$ cat src/rtl/cmd_ser_arb_if.sv
// Command-bus bundle between requesters (master) and the serializer/arbiter (slave).
// DATA_WIDTH here is the port width: pass 1 when the serializer runs with NUM_CYCLES==2.
interface cmd_ser_arb_if #(
  parameter int NUM_CHN    = 4,
  parameter int ADDR_WIDTH = 16,
  parameter int DATA_WIDTH = 32
);
  logic [NUM_CHN-1:0]            req;
  logic [NUM_CHN*ADDR_WIDTH-1:0] addr;
  logic [NUM_CHN*DATA_WIDTH-1:0] data;
  logic [NUM_CHN-1:0]            ack;
  logic [7:0]                    ad;
  logic                          stb;
  logic                          busy;

  modport master (output req, addr, data, input ack, ad, stb, busy);
  modport slave  (input req, addr, data, output ack, ad, stb, busy);
endinterface

$ cat src/rtl/cmd_ser_arb.sv
// Round-robin arbiter that serializes NUM_CHN parallel address/data commands
// onto the byte-wide ad/stb command bus, NUM_CYCLES bytes per command.
module cmd_ser_arb #(
  parameter int NUM_CHN    = 4,
  parameter int NUM_CYCLES = 6,
  parameter int ADDR_WIDTH = 16,
  parameter int DATA_WIDTH = 32,
  parameter int GAP        = 0
) (
  input  logic         rst,
  input  logic         clk,
  cmd_ser_arb_if.slave bus
);
  localparam int DW_P = (NUM_CYCLES == 2) ? 1 : DATA_WIDTH;
  localparam int CMDW = 8 * NUM_CYCLES;
  localparam int PW   = (NUM_CHN > 1) ? $clog2(NUM_CHN) : 1;

  typedef enum logic [1:0] {S_IDLE, S_SEND, S_GAP} state_t;

  state_t              state_q, state_d;
  logic [3:0]          cnt_q, cnt_d;
  logic [PW-1:0]       ptr_q, ptr_d;
  logic [CMDW-1:0]     sr_q, sr_d;
  logic [7:0]          ad_q, ad_d;
  logic                stb_q, stb_d;
  logic                busy_q, busy_d;
  logic [NUM_CHN-1:0]  ack_q, ack_d;

  logic                found;
  logic [PW-1:0]       win, ptr_nxt;
  logic [ADDR_WIDTH-1:0] addr_sel;
  logic [DW_P-1:0]     data_sel;
  logic [CMDW-1:0]     cmd;
  logic                last_byte, start;

  // First requester at or after the pointer, wrapping around.
  always_comb begin
    int unsigned idx;
    idx   = 0;
    found = 1'b0;
    win   = '0;
    for (int unsigned i = 0; i < NUM_CHN; i++) begin
      idx = (32'(ptr_q) + i) % NUM_CHN;
      if (!found && bus.req[idx]) begin
        found = 1'b1;
        win   = PW'(idx);
      end
    end
  end

  always_comb begin
    ptr_nxt = '0;
    if (NUM_CHN > 1)
      ptr_nxt = (win == PW'(NUM_CHN - 1)) ? '0 : win + 1'b1;
  end

  // Address occupies bytes 0-1, data from byte 2 up; unused bits go out as 0.
  always_comb begin
    addr_sel = bus.addr[32'(win) * ADDR_WIDTH +: ADDR_WIDTH];
    data_sel = bus.data[32'(win) * DW_P +: DW_P];
    cmd      = CMDW'(addr_sel);
    if (NUM_CYCLES > 2)
      cmd = cmd | (CMDW'(data_sel) << 16);
  end

  assign last_byte = (cnt_q == 4'(NUM_CYCLES - 1));
  assign start = (state_q == S_IDLE)
              || (state_q == S_SEND && last_byte && GAP == 0)
              || (state_q == S_GAP && cnt_q == 4'(GAP - 1));

  always_comb begin
    state_d = state_q;
    cnt_d   = cnt_q;
    ptr_d   = ptr_q;
    sr_d    = sr_q;
    ad_d    = '0;
    stb_d   = 1'b0;
    ack_d   = '0;
    if (start && found) begin
      state_d    = S_SEND;
      cnt_d      = '0;
      ptr_d      = ptr_nxt;
      sr_d       = cmd >> 8;
      ad_d       = cmd[7:0];
      stb_d      = 1'b1;
      ack_d[win] = 1'b1;
    end else if (start) begin
      state_d = S_IDLE;
      cnt_d   = '0;
    end else if (state_q == S_SEND) begin
      if (last_byte) begin
        state_d = S_GAP;
        cnt_d   = '0;
      end else begin
        cnt_d = cnt_q + 4'd1;
        ad_d  = sr_q[7:0];
        sr_d  = sr_q >> 8;
      end
    end else if (state_q == S_GAP) begin
      cnt_d = cnt_q + 4'd1;
    end
    busy_d = (state_d != S_IDLE);
  end

  always_ff @(posedge clk or posedge rst) begin
    if (rst) begin
      state_q <= S_IDLE;
      cnt_q   <= '0;
      ptr_q   <= '0;
      sr_q    <= '0;
      ad_q    <= '0;
      stb_q   <= 1'b0;
      busy_q  <= 1'b0;
      ack_q   <= '0;
    end else begin
      state_q <= state_d;
      cnt_q   <= cnt_d;
      ptr_q   <= ptr_d;
      sr_q    <= sr_d;
      ad_q    <= ad_d;
      stb_q   <= stb_d;
      busy_q  <= busy_d;
      ack_q   <= ack_d;
    end
  end

  assign bus.ad   = ad_q;
  assign bus.stb  = stb_q;
  assign bus.busy = busy_q;
  assign bus.ack  = ack_q;
endmodule

$ cat src/flat_wrapper.sv
// flat-port wrapper written by rule: the top's interface ports become plain ports
module cmd_ser_arb_flat 
#(
  parameter int NUM_CHN    = 4,
  parameter int NUM_CYCLES = 6,
  parameter int ADDR_WIDTH = 16,
  parameter int DATA_WIDTH = 32,
  parameter int GAP        = 0
)
  (rst, clk, bus_req, bus_addr, bus_data, bus_ack, bus_ad, bus_stb, bus_busy);
  cmd_ser_arb_if #(.NUM_CHN(NUM_CHN), .ADDR_WIDTH(ADDR_WIDTH), .DATA_WIDTH(DATA_WIDTH)) bus_i ();
  input  logic rst;
  input  logic clk;
  input wire logic [$bits(bus_i.req)-1:0] bus_req;
  input wire logic [$bits(bus_i.addr)-1:0] bus_addr;
  input wire logic [$bits(bus_i.data)-1:0] bus_data;
  output wire logic [$bits(bus_i.ack)-1:0] bus_ack;
  output wire logic [$bits(bus_i.ad)-1:0] bus_ad;
  output wire logic [$bits(bus_i.stb)-1:0] bus_stb;
  output wire logic [$bits(bus_i.busy)-1:0] bus_busy;
  assign bus_i.req = bus_req;
  assign bus_i.addr = bus_addr;
  assign bus_i.data = bus_data;
  assign bus_ack = bus_i.ack;
  assign bus_ad = bus_i.ad;
  assign bus_stb = bus_i.stb;
  assign bus_busy = bus_i.busy;
  cmd_ser_arb #(.NUM_CHN(NUM_CHN), .NUM_CYCLES(NUM_CYCLES), .ADDR_WIDTH(ADDR_WIDTH), .DATA_WIDTH(DATA_WIDTH), .GAP(GAP)) u_core (.rst(rst), .clk(clk), .bus(bus_i));
endmodule
$ cat config.mk
export PLATFORM = sky130hd
export DESIGN_NAME = cmd_ser_arb_flat
export DESIGN_NICKNAME = d
export VERILOG_FILES = /design/src/rtl/cmd_ser_arb_if.sv /design/src/rtl/cmd_ser_arb.sv /design/src/flat_wrapper.sv
export SDC_FILE = /design/constraint.sdc
export NUM_CORES = 1
export LEC_CHECK = 0
export ABC_CLOCK_PERIOD_IN_PS = 5300
export BUFFER_PORTS_ARGS = -buffer_cell sky130_fd_sc_hd__buf_2
export CAP_MARGIN = 20
export CORE_MARGIN = 2
export CORE_UTILIZATION = 46
export CTS_BUF_LIST = sky130_fd_sc_hd__clkbuf_8 sky130_fd_sc_hd__clkbuf_16
export CTS_CLUSTER_DIAMETER = 120
export DETAILED_ROUTE_END_ITERATION = 8
export PLACE_DENSITY = 0.8
export SLEW_MARGIN = 20
export SYNTH_ARGS = -nofsm -noshare
export SYNTH_HDL_FRONTEND = slang
export SYNTH_SLANG_ARGS = --single-unit
$ cat constraint.sdc
create_clock -name clk -period 5.3 [get_ports clk]
set_input_delay 1.59 -clock clk [delete_from_list [all_inputs] [get_ports clk]]
set_output_delay 1.59 -clock clk [all_outputs]
set_load 0.03 [all_outputs]
* Word level (Yosys, flattened, before mapping)
Index checks and enable logic that the tools add are counted.
** Storage, ports and cells
- Flip-flop bits (word level) :: 70
- Latch bits :: 0
- RAM bits :: 0
- Memory bits (read-only) :: 0
- Input port bits :: 198
- Output and inout port bits :: 14
- Word-level logic and storage cells :: 84
- Memories :: 0
** Cells by class
- Add/sub/neg operators :: 5
- Multipliers :: 0
- Divide/modulo/power cells :: 0
- $lt $le $gt $ge :: 6
- Equality and inequality tests :: 7
- Shifts and indexed selects :: 2
- Mux-type cells :: 38
- Bitwise logic cells :: 1
- Reductions and logical operators :: 17
** Operator list (number)
- $mux 48 :: 4
- $shiftx 128x8->32 :: 1
- $shiftx 64x7->16 :: 1
- $or 16x48->48 :: 1
- $mux 8 :: 4
- $mux 4 :: 6
- $mux 2 :: 9
- $lt 2x3->1 const B :: 5
- $mux 1 :: 10
- $bmux 1 s2 :: 4
- $logic_and 1x1->1 :: 7
- $add 2x1->2 const B :: 2
- $add 2x2->2 const B :: 2
- $add 4x1->4 const B :: 1
- $eq 2x2->1 const B :: 2
- $eq 4x3->1 const B :: 1
- $eq 4x4->1 const B :: 1
- $ne 2x2->1 const B :: 2
- $reduce_bool 2->1 :: 2
- $reduce_bool 4->1 :: 1
- $logic_not 1->1 :: 3
- $reduce_and 3->1 :: 1
- $demux 1 s2 :: 1
- $eq 2x1->1 const B :: 1
- other kinds (3) :: 4

* Logic depth before layout (Yosys ltp)
- Word-level depth :: 17
- Mapped depth :: 11
- Gate-level depth less buffers :: 9

* Least setup slack after synthesis
Ideal clock, no wire load.
- Path kind :: in2reg
- Start point :: in bus_req[0]
- End point :: reg u_core.ad_q[6] (netlist: u_core.bus.ad[6])
- Library setup time :: 0.126 ns
- Arrival :: 3.157 ns
- Data required time :: 5.174 ns
- Path slack :: 2.017 ns
- Cell stages on the path :: 8
- Path buffers :: 2
- Path through :: nor2b_1 -> o21a_1 -> buf_2 -> nor3_4 -> inv_2 -> buf_6 -> mux2_1 -> a221o_1
** Between the ends
- Word-level cells in the longest chain between the ends :: 15
- Elaborated cells between the ends (all ways) :: 26
- Those cells by class :: 1 x shift; 17 x mux; 1 x bitwise; 7 x reduce/logical
** Ends and longest elaborated chain
- start, declared :: RTL line flat_wrapper.sv:14 : input wire logic [$bits(bus_i.req)-1:0] bus_req;
- $bmux 1 s2 :: RTL line cmd_ser_arb.sv:44 : if (!found && bus.req[idx]) begin
- $mux 1 (not written as such) :: RTL line cmd_ser_arb.sv:44
- $mux 1 :: RTL line cmd_ser_arb.sv:44
- $logic_not 1->1 :: RTL line cmd_ser_arb.sv:44
- $logic_and 1x1->1 :: RTL line cmd_ser_arb.sv:44
- $mux 1 :: RTL line cmd_ser_arb.sv:44
- $logic_not 1->1 :: RTL line cmd_ser_arb.sv:44
- $logic_and 1x1->1 :: RTL line cmd_ser_arb.sv:44
- $mux 1 :: RTL line cmd_ser_arb.sv:44
- $logic_not 1->1 :: RTL line cmd_ser_arb.sv:44
- $logic_and 1x1->1 :: RTL line cmd_ser_arb.sv:44
- $mux 2 :: RTL line cmd_ser_arb.sv:44
- $shiftx 64x7->16 :: RTL line cmd_ser_arb.sv:59 : addr_sel = bus.addr[32'(win) * ADDR_WIDTH +: ADDR_WIDTH];
- $or 16x48->48 :: RTL line cmd_ser_arb.sv:63 : cmd = cmd | (CMDW'(data_sel) << 16);
- $mux 8 * :: RTL line cmd_ser_arb.sv:79 : if (start && found) begin
- net u_core.ad_d[6] :: RTL line cmd_ser_arb.sv:24 : logic [7:0] ad_q, ad_d;
- end signal, assigned :: RTL line cmd_ser_arb.sv:111 : ad_q <= '0;
- end signal, assigned :: RTL line cmd_ser_arb.sv:120 : ad_q <= ad_d;
- end, declared :: RTL line cmd_ser_arb.sv:24
Mark *: on every way through the listed nets, which the timed path passes. The rest lies on a longest branch. The select of a mux whose other input is x is not followed.
A chain may end at the register's enable or synchronous reset.

* Final worst setup path
- Start point :: in bus_req[1]
- End point :: reg u_core.sr_q[2]
** Between the ends
- Word-level cells in the longest chain between the ends :: 15
- Elaborated cells between the ends (all ways) :: 30
- Those cells by class :: 2 x eq/ne; 1 x shift; 17 x mux; 1 x bitwise; 9 x reduce/logical
** Ends and longest elaborated chain
- $bmux 1 s2 :: RTL line cmd_ser_arb.sv:44
- $mux 1 (not written as such) :: RTL line cmd_ser_arb.sv:44
- $mux 1 :: RTL line cmd_ser_arb.sv:44
- $logic_not 1->1 :: RTL line cmd_ser_arb.sv:44
- $logic_and 1x1->1 :: RTL line cmd_ser_arb.sv:44
- $mux 1 :: RTL line cmd_ser_arb.sv:44
- $logic_not 1->1 :: RTL line cmd_ser_arb.sv:44
- $logic_and 1x1->1 :: RTL line cmd_ser_arb.sv:44
- $mux 1 :: RTL line cmd_ser_arb.sv:44
- $logic_not 1->1 :: RTL line cmd_ser_arb.sv:44
- $logic_and 1x1->1 :: RTL line cmd_ser_arb.sv:44
- $mux 2 / $mux 1 (equally long branches) :: RTL line cmd_ser_arb.sv:44
- $shiftx 64x7->16 / $logic_and 1x1->1 (equally long branches) :: RTL line cmd_ser_arb.sv:59, cmd_ser_arb.sv:79
- $or 16x48->48 (tied with other cells) :: RTL line cmd_ser_arb.sv:63
- $mux 48 / $reduce_and 3->1 (equally long branches)
- end signal, assigned :: RTL line cmd_ser_arb.sv:119 : sr_q <= sr_d;
- end, declared :: RTL line cmd_ser_arb.sv:23 : logic [CMDW-1:0] sr_q, sr_d;
Several ways; a longest one is shown, not always the timed one. The select of a mux whose other input is x is not followed.

==> flow_metrics.env <==
export IMPL_outcome="completed"
export IMPL_synthTopCellsByArea="dfrtp_1 36%, nand2_1 13%, a311oi_1 6.5%"
export IMPL_cts_setup_buffers=0
export IMPL_power_density_mw_per_mm2=521
export IMPL_worst_path_max_delay_cell="or4_1"
export IMPL_crit_fanout=48
export IMPL_synthFlopType="dfrtp_1"
export IMPL_clock_skew_ps=9.95
export IMPL_cpPeakStageDelay_ps=560
export IMPL_grt_total_usage_pct=27.9
export IMPL_fin_util_pct=61.4
export IMPL_ys_warn_count=0
export IMPL_die_w_um=101
export IMPL_grt_pass1_wl_mm=22.4
export IMPL_port_buffer_count=211
export IMPL_grt_overflow=0
export IMPL_finalSetupViolCount=0
export IMPL_synth_edf_count=0
export IMPL_ys_types=45
export IMPL_final_nets=902
export IMPL_hold_start="u_core.sr_q[37]"
export IMPL_rsz0062_at_grt="no"
export IMPL_placed_cells=798
export IMPL_areaGrowthSynthToFinish_pct=30.0
export IMPL_cts_resized=0
export IMPL_cts_reportedPaths_clkPinSlew_ps=80
export IMPL_syn_area_per_cell_um2=8.40
export IMPL_drv_slew=0
export IMPL_period_minus_slack_ps=3630
export IMPL_antenna_found_initial=2
export IMPL_hold_path_end="u_core.sr_q[37]"
export IMPL_max_freq_mhz=276
export IMPL_clock_sinks=62
export IMPL_fin_tns_setup_ps=0
export IMPL_syn_nets=721
export IMPL_critPathKind="input port to flip-flop"
export IMPL_vias=4851
export IMPL_drive_above_1_share_pct=36.4
export IMPL_numCtsBuffers=9
export IMPL_drv_cap=0
export IMPL_netlist_instances=517
export IMPL_ff_latch_area_mm2=0.00155
export IMPL_dr_pass1_iters=5
export IMPL_grt_max_degree=56
export IMPL_ant_nets=0
export IMPL_regToRegSetupSlack_ps=2600
export IMPL_yosys_area_top_type="dfrtp_1"
export IMPL_required_ps=5530
export IMPL_clock_path_buffers=2
export IMPL_hp_class="flip-flop to flip-flop"
export IMPL_die_y_um=101
export IMPL_slew_headroom_pct=30.4
export IMPL_grt_pass1_vias=4701
export IMPL_start_util_pct=47.2
export IMPL_fin_crit_sh_pct=68.5
export IMPL_synth_seq_cells=62
export IMPL_synth_most_common_cell="nand2_1"
export IMPL_row_count=35
export IMPL_root_buffer="clkbuf_8"
export IMPL_syn_area_mm2=0.00434
export IMPL_wl_mm=14.4
export IMPL_irDropWorstVdd_uv=198
export IMPL_cts_tree="yes"
export IMPL_hold_path_depth=2
export IMPL_tightestPinTransition_ps=1040
export IMPL_insertion_delay_ps=350
export IMPL_routed_via_density=5.94
export IMPL_ioPinCount=212
export IMPL_yosys_area_top_type_share_pct=35.7
export IMPL_async_flop_share_pct=100
export IMPL_synth_common_cells="148 x nand2_1, 62 x dfrtp_1, 33 x a211oi_1"
export IMPL_ctsHoldBuffers=0
export IMPL_p_leak_nw=2.73
export IMPL_worstPathArrival_ps=3860
export IMPL_critical_path_most_common_cell="buf_4"
export IMPL_ys_seq_area_share_pct=35.7
export IMPL_final_cells=816
export IMPL_avgRoutedWirePerCell_um=17.6
export IMPL_drt_iter0_markers=291
export IMPL_gp_congestion=1.05
export IMPL_multi_input_area_mm2=0.00257
export IMPL_fp_coreArea_mm2=0.00920
export IMPL_dieArea_mm2=0.0102
export IMPL_drc=0
export IMPL_finalHoldViolCount=0
export IMPL_nFillCells=846
export IMPL_r2r_start="u_core.ptr_q[0]"
export IMPL_end_kind="flip-flop"
export IMPL_h_tree_depth=3
export IMPL_r2r_cells=6
export IMPL_dp_hpwl_mm=10.3
export IMPL_critPathLaunchType="input port"
export IMPL_r2r_end="u_core.sr_q[2]"
export IMPL_path_cells="buf_2 -> or4_1 -> nand2_1 -> buf_4 -> inv_2 -> o31ai_4 -> buf_4 -> a211oi_1 -> a311oi_1"
layer usage:
layer	vias to the layer above	track usage (%)	wire length, µm
met5	-	0	0
met4	0	11.2	313
met3	24	5.24	1130
met2	251	46.7	7090
met1	2283	35.7	5820
li1	2293	-	-
cell usage in the layout, fill, tap and decap left out, drive strengths merged, types with 8 or more instances in the layout:
cell	n
dfrtp	62
nand4	8
and4	32
mux2	8
o31ai	9
buf	219
clkbuf	9
and3	32
a21oi	12
a211oi	33
a311oi	32
o221ai	8
nand2	148
mux2i	17
a221o	8
how the worst max path moves through the flow:
stage | start | slack [ps] | end
5_1_grt | bus_req[0] | 1520 | u_core.sr_q[16]
4_1_cts | bus_req[0] | 1700 | u_core.sr_q[2]
3_5_place_dp | bus_req[0] | 1320 | u_core.sr_q[2]
2_1_floorplan | bus_req[0] | 2020 | u_core.bus.ad[6]
6_report | bus_req[1] | 1670 | u_core.sr_q[2]
3_3_place_gp | bus_req[1] | 1460 | u_core.sr_q[2]
area by class of cell:
type                    count  share of cell area, %
flip-flops and latches     62                   27.5
inverters                   7                  0.488
multi-input cells         399                   45.6
diodes                      2                 0.0887
clock buffers               9                   2.19
repair buffers            219                   20.0
well taps                 111                   2.46
clock inverters             7                   1.73
sequential cells by signal (all words and copies together) (netlist names):
signal and cells:
u_core.cnt_q 4, u_core.bus.ad 8, u_core.ptr_q 2, u_core.bus.stb 1, u_core.bus.ack 4, u_core.sr_q 40, u_core.bus.busy 1, u_core.state_q 2
cell families (layout without fill, tap and decap cells):
| family | count (synthesis) | after routing | share of synthesized area [%] |
|---|---|---|---|
| buffers and inverters | 56 | 242 | 5.76 |
| DFF | 62 | 62 | 35.7 |
| muxes | 25 | 25 | 5.99 |
| and+or+nand+nor | 251 | 251 | 29.7 |
| AOI/OAI and AO/OA | 115 | 115 | 20.7 |
| other | 0 | 2 | 0 |
| adders and majority gates | 6 | 6 | 1.73 |
| xor gates and xnor gates | 2 | 2 | 0.403 |
worst max-delay path, delay by kind of cell:
kind            cells  cell delay (ps)
buf+inv             4             1050
compound gates      3              490
simple gates        2              650
power by group:
| part | switching [mW] | leakage, nW | total, mW | internal, mW |
|---|---|---|---|---|
| combinational | 0.964 | 1.86 | 1.63 | 0.662 |
| sequential | 0.140 | 0.761 | 0.842 | 0.702 |
| clock | 0.204 | 0.106 | 0.470 | 0.266 |
| total | 1.31 | 2.73 | 2.94 | 1.63 |
through the flow:
| stage | area [µm²] | hold WS, ps | power, mW | worst slack, ps |
|---|---|---|---|---|
| after floorplan | 4340 | 456 | 2.03 | 2020 |
| after global placement | 5420 | 481 | 2.41 | 1460 |
| after detailed placement | 5420 | 484 | 2.46 | 1320 |
| after CTS | 5640 | 501 | 2.93 | 1700 |
| after global routing | 5640 | 517 | 3.15 | 1520 |
| final | 5640 | 503 | 2.94 | 1670 |
Note: power is estimated with default switching activity, not from simulation.
